## config.mk

```make
export PLATFORM = sky130hd
export DESIGN_NAME = temp_avg_accumulator
export DESIGN_NICKNAME = d
export VERILOG_FILES = /design/src/rtl/temp_avg_accumulator.sv
export SDC_FILE = /design/constraint.sdc
export NUM_CORES = 1
export LEC_CHECK = 0
export CAP_MARGIN = 20
export CORE_MARGIN = 10
export CORE_UTILIZATION = 38
export CTS_CLUSTER_SIZE = 28
export DETAILED_ROUTE_END_ITERATION = 8
export PLACE_DENSITY = 0.74
export SYNTH_ARGS = -nofsm -noshare
export SYNTH_HDL_FRONTEND = slang
export SYNTH_HIERARCHICAL = 1
export SYNTH_SLANG_ARGS = --single-unit
export TNS_END_PERCENT = 50
```

## constraint.sdc

```tcl
create_clock -name clk -period 5.5 [get_ports clk]
set_input_delay 0.55 -clock clk [delete_from_list [all_inputs] [get_ports clk]]
set_output_delay 0.55 -clock clk [all_outputs]
set_load 0.03 [all_outputs]
```

## src/rtl/temp_avg_accumulator.sv

```systemverilog
// temp_avg_accumulator
// Collects 2^LOG2N signed samples over a valid/ready stream, sums them through
// a ripple chain of full-adder cells and presents the block sum and the
// floor-average until downstream takes the result.
//
// Handshake rules (both ports): a transfer happens on a rising clk edge where
// valid and ready are both 1. in_ready and out_valid are decoded from the
// state register alone, so neither depends combinationally on in_valid or
// out_ready, and out_sum/out_avg stay constant while out_valid is held.

// One-bit full-adder cell used to build the accumulator's ripple chain.
module full_adder (
   input  logic a,
   input  logic b,
   input  logic cin,
   output logic s,
   output logic cout
);
   assign s    = a ^ b ^ cin;
   assign cout = (a & b) | (cin & (a ^ b));
endmodule

module temp_avg_accumulator #(
   parameter int DATA_W = 8,
   parameter int LOG2N  = 2
) (
   input  logic                      clk,
   input  logic                      nrst,
   input  logic                      clear,
   input  logic                      in_valid,
   output logic                      in_ready,
   input  logic [DATA_W-1:0]         in_temp,
   output logic                      out_valid,
   input  logic                      out_ready,
   output logic [DATA_W+LOG2N-1:0]   out_sum,
   output logic [DATA_W-1:0]         out_avg,
   output logic [LOG2N-1:0]          sample_cnt,
   output logic                      state_dbg
);

   // Sum width: N samples of DATA_W bits never overflow DATA_W+LOG2N bits.
   localparam int SW = DATA_W + LOG2N;

   typedef enum logic {
      ACCUM = 1'b0,
      HOLD  = 1'b1
   } state_t;

   state_t            state_q, state_d;
   logic [SW-1:0]     sum_q, sum_d;
   logic [LOG2N-1:0]  cnt_q, cnt_d;

   // Sign-extended sample fed into the adder chain.
   logic [SW-1:0]     addend;
   logic [SW-1:0]     sum_add;
   logic [SW-1:0]     carry;
   logic              unused_cout;

   assign addend   = {{LOG2N{in_temp[DATA_W-1]}}, in_temp};
   assign carry[0] = 1'b0;

   // Ripple chain: sum_add = sum_q + addend; the final carry is dropped
   // because the width already covers the full range of a block.
   for (genvar i = 0; i < SW; i++) begin : g_fa
      if (i < SW - 1) begin : g_mid
         full_adder u_fa (
            .a    (sum_q[i]),
            .b    (addend[i]),
            .cin  (carry[i]),
            .s    (sum_add[i]),
            .cout (carry[i+1])
         );
      end else begin : g_last
         full_adder u_fa (
            .a    (sum_q[i]),
            .b    (addend[i]),
            .cin  (carry[i]),
            .s    (sum_add[i]),
            .cout (unused_cout)
         );
      end
   end

   // State, sum and sample-count registers with asynchronous reset.
   always_ff @(posedge clk or negedge nrst) begin
      if (!nrst) begin
         state_q <= ACCUM;
         sum_q   <= '0;
         cnt_q   <= '0;
      end else begin
         state_q <= state_d;
         sum_q   <= sum_d;
         cnt_q   <= cnt_d;
      end
   end

   // Next-state logic: clear beats everything, then accept or handshake.
   always_comb begin
      state_d = state_q;
      sum_d   = sum_q;
      cnt_d   = cnt_q;
      if (clear) begin
         state_d = ACCUM;
         sum_d   = '0;
         cnt_d   = '0;
      end else begin
         case (state_q)
            ACCUM: begin
               if (in_valid) begin
                  sum_d = sum_add;
                  cnt_d = cnt_q + LOG2N'(1);
                  if (cnt_q == {LOG2N{1'b1}}) begin
                     state_d = HOLD;
                  end
               end
            end
            HOLD: begin
               if (out_ready) begin
                  sum_d   = '0;
                  state_d = ACCUM;
               end
            end
            default: begin
               state_d = ACCUM;
            end
         endcase
      end
   end

   assign in_ready   = (state_q == ACCUM);
   assign out_valid  = (state_q == HOLD);
   assign out_sum    = sum_q;
   // Arithmetic shift right by LOG2N keeping DATA_W bits is exactly the top
   // DATA_W bits of the sum, which gives floor(sum / N).
   assign out_avg    = sum_q[LOG2N +: DATA_W];
   assign sample_cnt = cnt_q;
   assign state_dbg  = state_q;

endmodule

```

==> impl.org <==
** Setup path
- Counting cells, the worst reg-to-reg path comes to 12.
- Critical Path End Type :: register
- In this run the critical register-to-register path is captured at out_sum[9].
- In this run the worst path has a maximum fanout of 1.
- In this run the critical register-to-register path is launched from out_sum[0].
- Crit path DAT :: 5200 ps
- Launching instance or port of the critical path :: in_temp[0]
- Capturing instance or port of the critical path :: out_sum[9]
- The worst setup path is of the input port to register kind.
- Required time of the critical path :: 5650 ps
- Category of the worst setup path launch point :: input port
- Internal reg-to-reg setup slack :: 700 ps

** Placed design
- Final weighted congestion of routability-driven global placement :: 0.703
- Once placement completed, the tool counted placed cells totaling 118.
- Port Buffer Count :: 35
- The HPWL after detailed placement is 1500 um.
- Pre-CTS worst setup slack :: 123 ps

** Timing
- Count of final hold-check violations :: 0
- Derived from the worst setup path, the maximum achievable clock frequency is 0.198 GHz.
- Setup TNS :: 0 ps
- In this run the tightest slew margin relative to its limit is 60.6%.
- Hold timing on the final database bottoms out at a slack of 569 ps.
- Final setup violation count :: 0
- Setup slack on the critical path of the routed design comes to 443 ps.
- The worst path needs 5060 ps of the cycle, external delays included.
- Final Cycle Share :: 91.9%
- Worst Skew :: 0.625 ps
- Setup repair after global routing left no endpoint under its margin.
- Final-report max-slew violation count :: 0
- Transition time of the tightest slew-check pin :: 589 ps

** Global route
- Wire length of the first global-routing pass :: 3270 um
- Global router's overall resource usage :: 9.82%
- Largest net degree at the start of global routing :: 14
- Via count of the first global-routing pass :: 656
- The number of antenna violations at the first check in global routing came to 0.
- After global routing the overflow that remains totals 0.

** Detailed routing
- Total wire length :: 1900 um
- The detail route stage leaves a number of antenna-violating nets equal to 0.
- The pre-antenna-repair detailed-routing pass consisted of 4 iterations.
- In the routed layout, each cell is associated on average with a via count of 4.90.
- After detailed routing, the number of remaining DRC violations is 0.
- Dividing the detail-routed wire length by the instance count gives 15.6 um.
- Detailed routing inserted a total of 598 vias.
- The first routing iteration left 14 violations.

** Synth
- Synthesis produced 67 cells.
- By instance count, the leading cell after synthesis is sky130_fd_sc_hd__dfrtp_1.
- Number of synthesized flops with an enable pin :: 0
- Post-synthesis average cell area :: 12.4 um^2
- Yosys attributes the largest share of cell area to sky130_fd_sc_hd__dfrtp_1, sky130_fd_sc_hd__fa_1, sky130_fd_sc_hd__buf_4.
- By count the netlist is led by sky130_fd_sc_hd__dfrtp_1, sky130_fd_sc_hd__nor2_1, sky130_fd_sc_hd__buf_4, sky130_fd_sc_hd__fa_1, sky130_fd_sc_hd__a22oi_1.
- Unique masters post-synth :: 18
- Portion of the post-synthesis area used by sequential elements :: 39.3%
- Synthesis inferred 13 register bits.
- Area share of the largest cell type after synthesis :: 39.3%
- Total of warnings raised by yosys :: 6
- Post-synth net total :: 91
- Predominant post-synthesis flop cell :: sky130_fd_sc_hd__dfrtp_1
- Cell area after synthesis :: 828 um^2
- Share of flip-flops with an asynchronous set or reset :: 100%
- Cell taking the most area after synthesis :: sky130_fd_sc_hd__dfrtp_1

** Floorplan
- The die is 66.7 um tall.
- Core Rows :: 16
- Effective utilization at floorplan :: 41.0%
- The die is 66.7 um wide.
- Standard cell core area :: 2020 um^2
- The floorplan step defined a die boundary enclosing 4450 um^2.
- I/O pin count :: 36

** Clock network
- The clock passes through at most 2 buffers.
- Clock tree synthesis inserted a total of 3 buffers.
- Post-CTS repair changed the size of 0 cells.
- The later pin in the worst-skew pair is clocked with a latency of 270 ps.
- In this run the number of H-tree levels came out at 1.
- After clock tree synthesis, the clock-pin slew on the worst setup and hold paths is 80 ps.
- Buffers inserted to repair hold after CTS numbered 0.
- Clock tree synthesis found a total of 13 sinks.
- Clock root buffer master :: sky130_fd_sc_hd__clkbuf_4
- Post-CTS timing repair inserted 0 buffers for setup.
- TritonCTS clock tree :: done

** Finish
- Nets :: 120
- Once layout is complete, the cells apart from fillers number 122.
- Compared with the post-synthesis result, the final layout area differs by 40.0%.
- Number of antenna diodes :: 0
- Counting the fill cells in the layout gives 164.
- Layout cell share with drive strength beyond 1 :: 6.32%

** Flow run
- Maximum capacitance violations :: 0

** Power
- IR analysis of the VDD net gives a maximum drop of 0.153 mV.
- For this design the static power due to leakage is 0.493 nW.
- PwrDens :: 279 nW/um^2

** Status
- Outcome :: finished, final reports clean

** Hold path
- The path class of the tightest hold or removal check is register to register.
-- per-stage QoR --
| stage | util, % | area, um^2 | total power, W |
|---|---|---|---|
| 2_1_floorplan | - | 828 | 0.000214 |
| 3_3_place_gp | 56.1 | 1130 | 0.000263 |
| 3_5_place_dp | 56.1 | 1130 | 0.000267 |
| 4_1_cts | 57.4 | 1160 | 0.000328 |
| 5_1_grt | 57.4 | 1160 | 0.000348 |
| 6_report | 57.4 | 1160 | 0.000323 |
-- final cells by class --
cell class,count,area [um^2],area share [%]
multi-input combinational,42,420,36.2
timing repair buffer,35,350,30.2
sequential,13,325,28.0
tap,27,33.8,2.91
clock buffer,4,26.3,2.27
inverter,1,3.75,0.324
-- state kept, by name (all words and copies together) (netlist names) --
register and cells:
out_sum 10, sample_cnt 2, out_valid 1
-- where the power goes --
part	total (W)	switching (W)	internal [W]
clock network	0.0000602	0.0000321	0.0000281
registers	0.000121	0.0000143	0.000107
logic	0.000142	0.0000764	0.0000657
-- kinds of logic (layout without fill, tap and decap cells) --
group	Yosys count	after routing	synth area share [%]
multiplexers	3	3	5.29
AO/OA/AOI/OAI	11	11	9.82
adder cells (fa/ha/maj)	11	11	25.7
flip-flops	13	13	39.3
XOR/XNOR	1	1	1.06
other	1	1	0.453
AND/OR/NAND/NOR	15	15	8.46
buffers and inverters	12	40	9.97
-- worst max-delay path: stages --
cell and delay [ps]:
sky130_fd_sc_hd__clkdlybuf4s50_1 420, sky130_fd_sc_hd__fa_1 410, sky130_fd_sc_hd__fa_1 390, sky130_fd_sc_hd__fa_1 400, sky130_fd_sc_hd__fa_1 400, sky130_fd_sc_hd__fa_1 390, sky130_fd_sc_hd__fa_1 390, sky130_fd_sc_hd__fa_1 410
sky130_fd_sc_hd__fa_1 400, sky130_fd_sc_hd__fa_1 390, sky130_fd_sc_hd__fa_1 430, sky130_fd_sc_hd__a22oi_1 180, sky130_fd_sc_hd__nor2_1 60
-- placed cells by master (no fill, tap or decap), types with 3 or more instances in the layout --
cell type / n
sky130_fd_sc_hd__clkdlybuf4s50_1: 35
sky130_fd_sc_hd__dfrtp_1: 13
sky130_fd_sc_hd__a22oi_1: 9
sky130_fd_sc_hd__fa_1: 10
sky130_fd_sc_hd__clkbuf_4: 3
sky130_fd_sc_hd__nor2_1: 12
-- metal layers --
metal,global-route usage [%],share of wire (%),wire length [um],up-vias
met4,6.28,1.4,27,0
met5,0,0,0,-
li1,-,-,-,269
met3,4.85,10,192,2
met2,14.8,49,934,28
met1,10.7,39,746,299
-- worst min path at each step --
stage / from / to / slack [ps] / cells after the start
after floorplan: nrst / out_sum[0] / 250 / 0
after global placement: sample_cnt[1] / sample_cnt[1] / 540 / 2
after detailed placement: sample_cnt[1] / sample_cnt[1] / 550 / 2
after CTS: sample_cnt[1] / sample_cnt[1] / 570 / 2
after global routing: sample_cnt[1] / sample_cnt[1] / 610 / 2
final: sample_cnt[1] / sample_cnt[1] / 570 / 2
(Power assumes the default switching activity.)
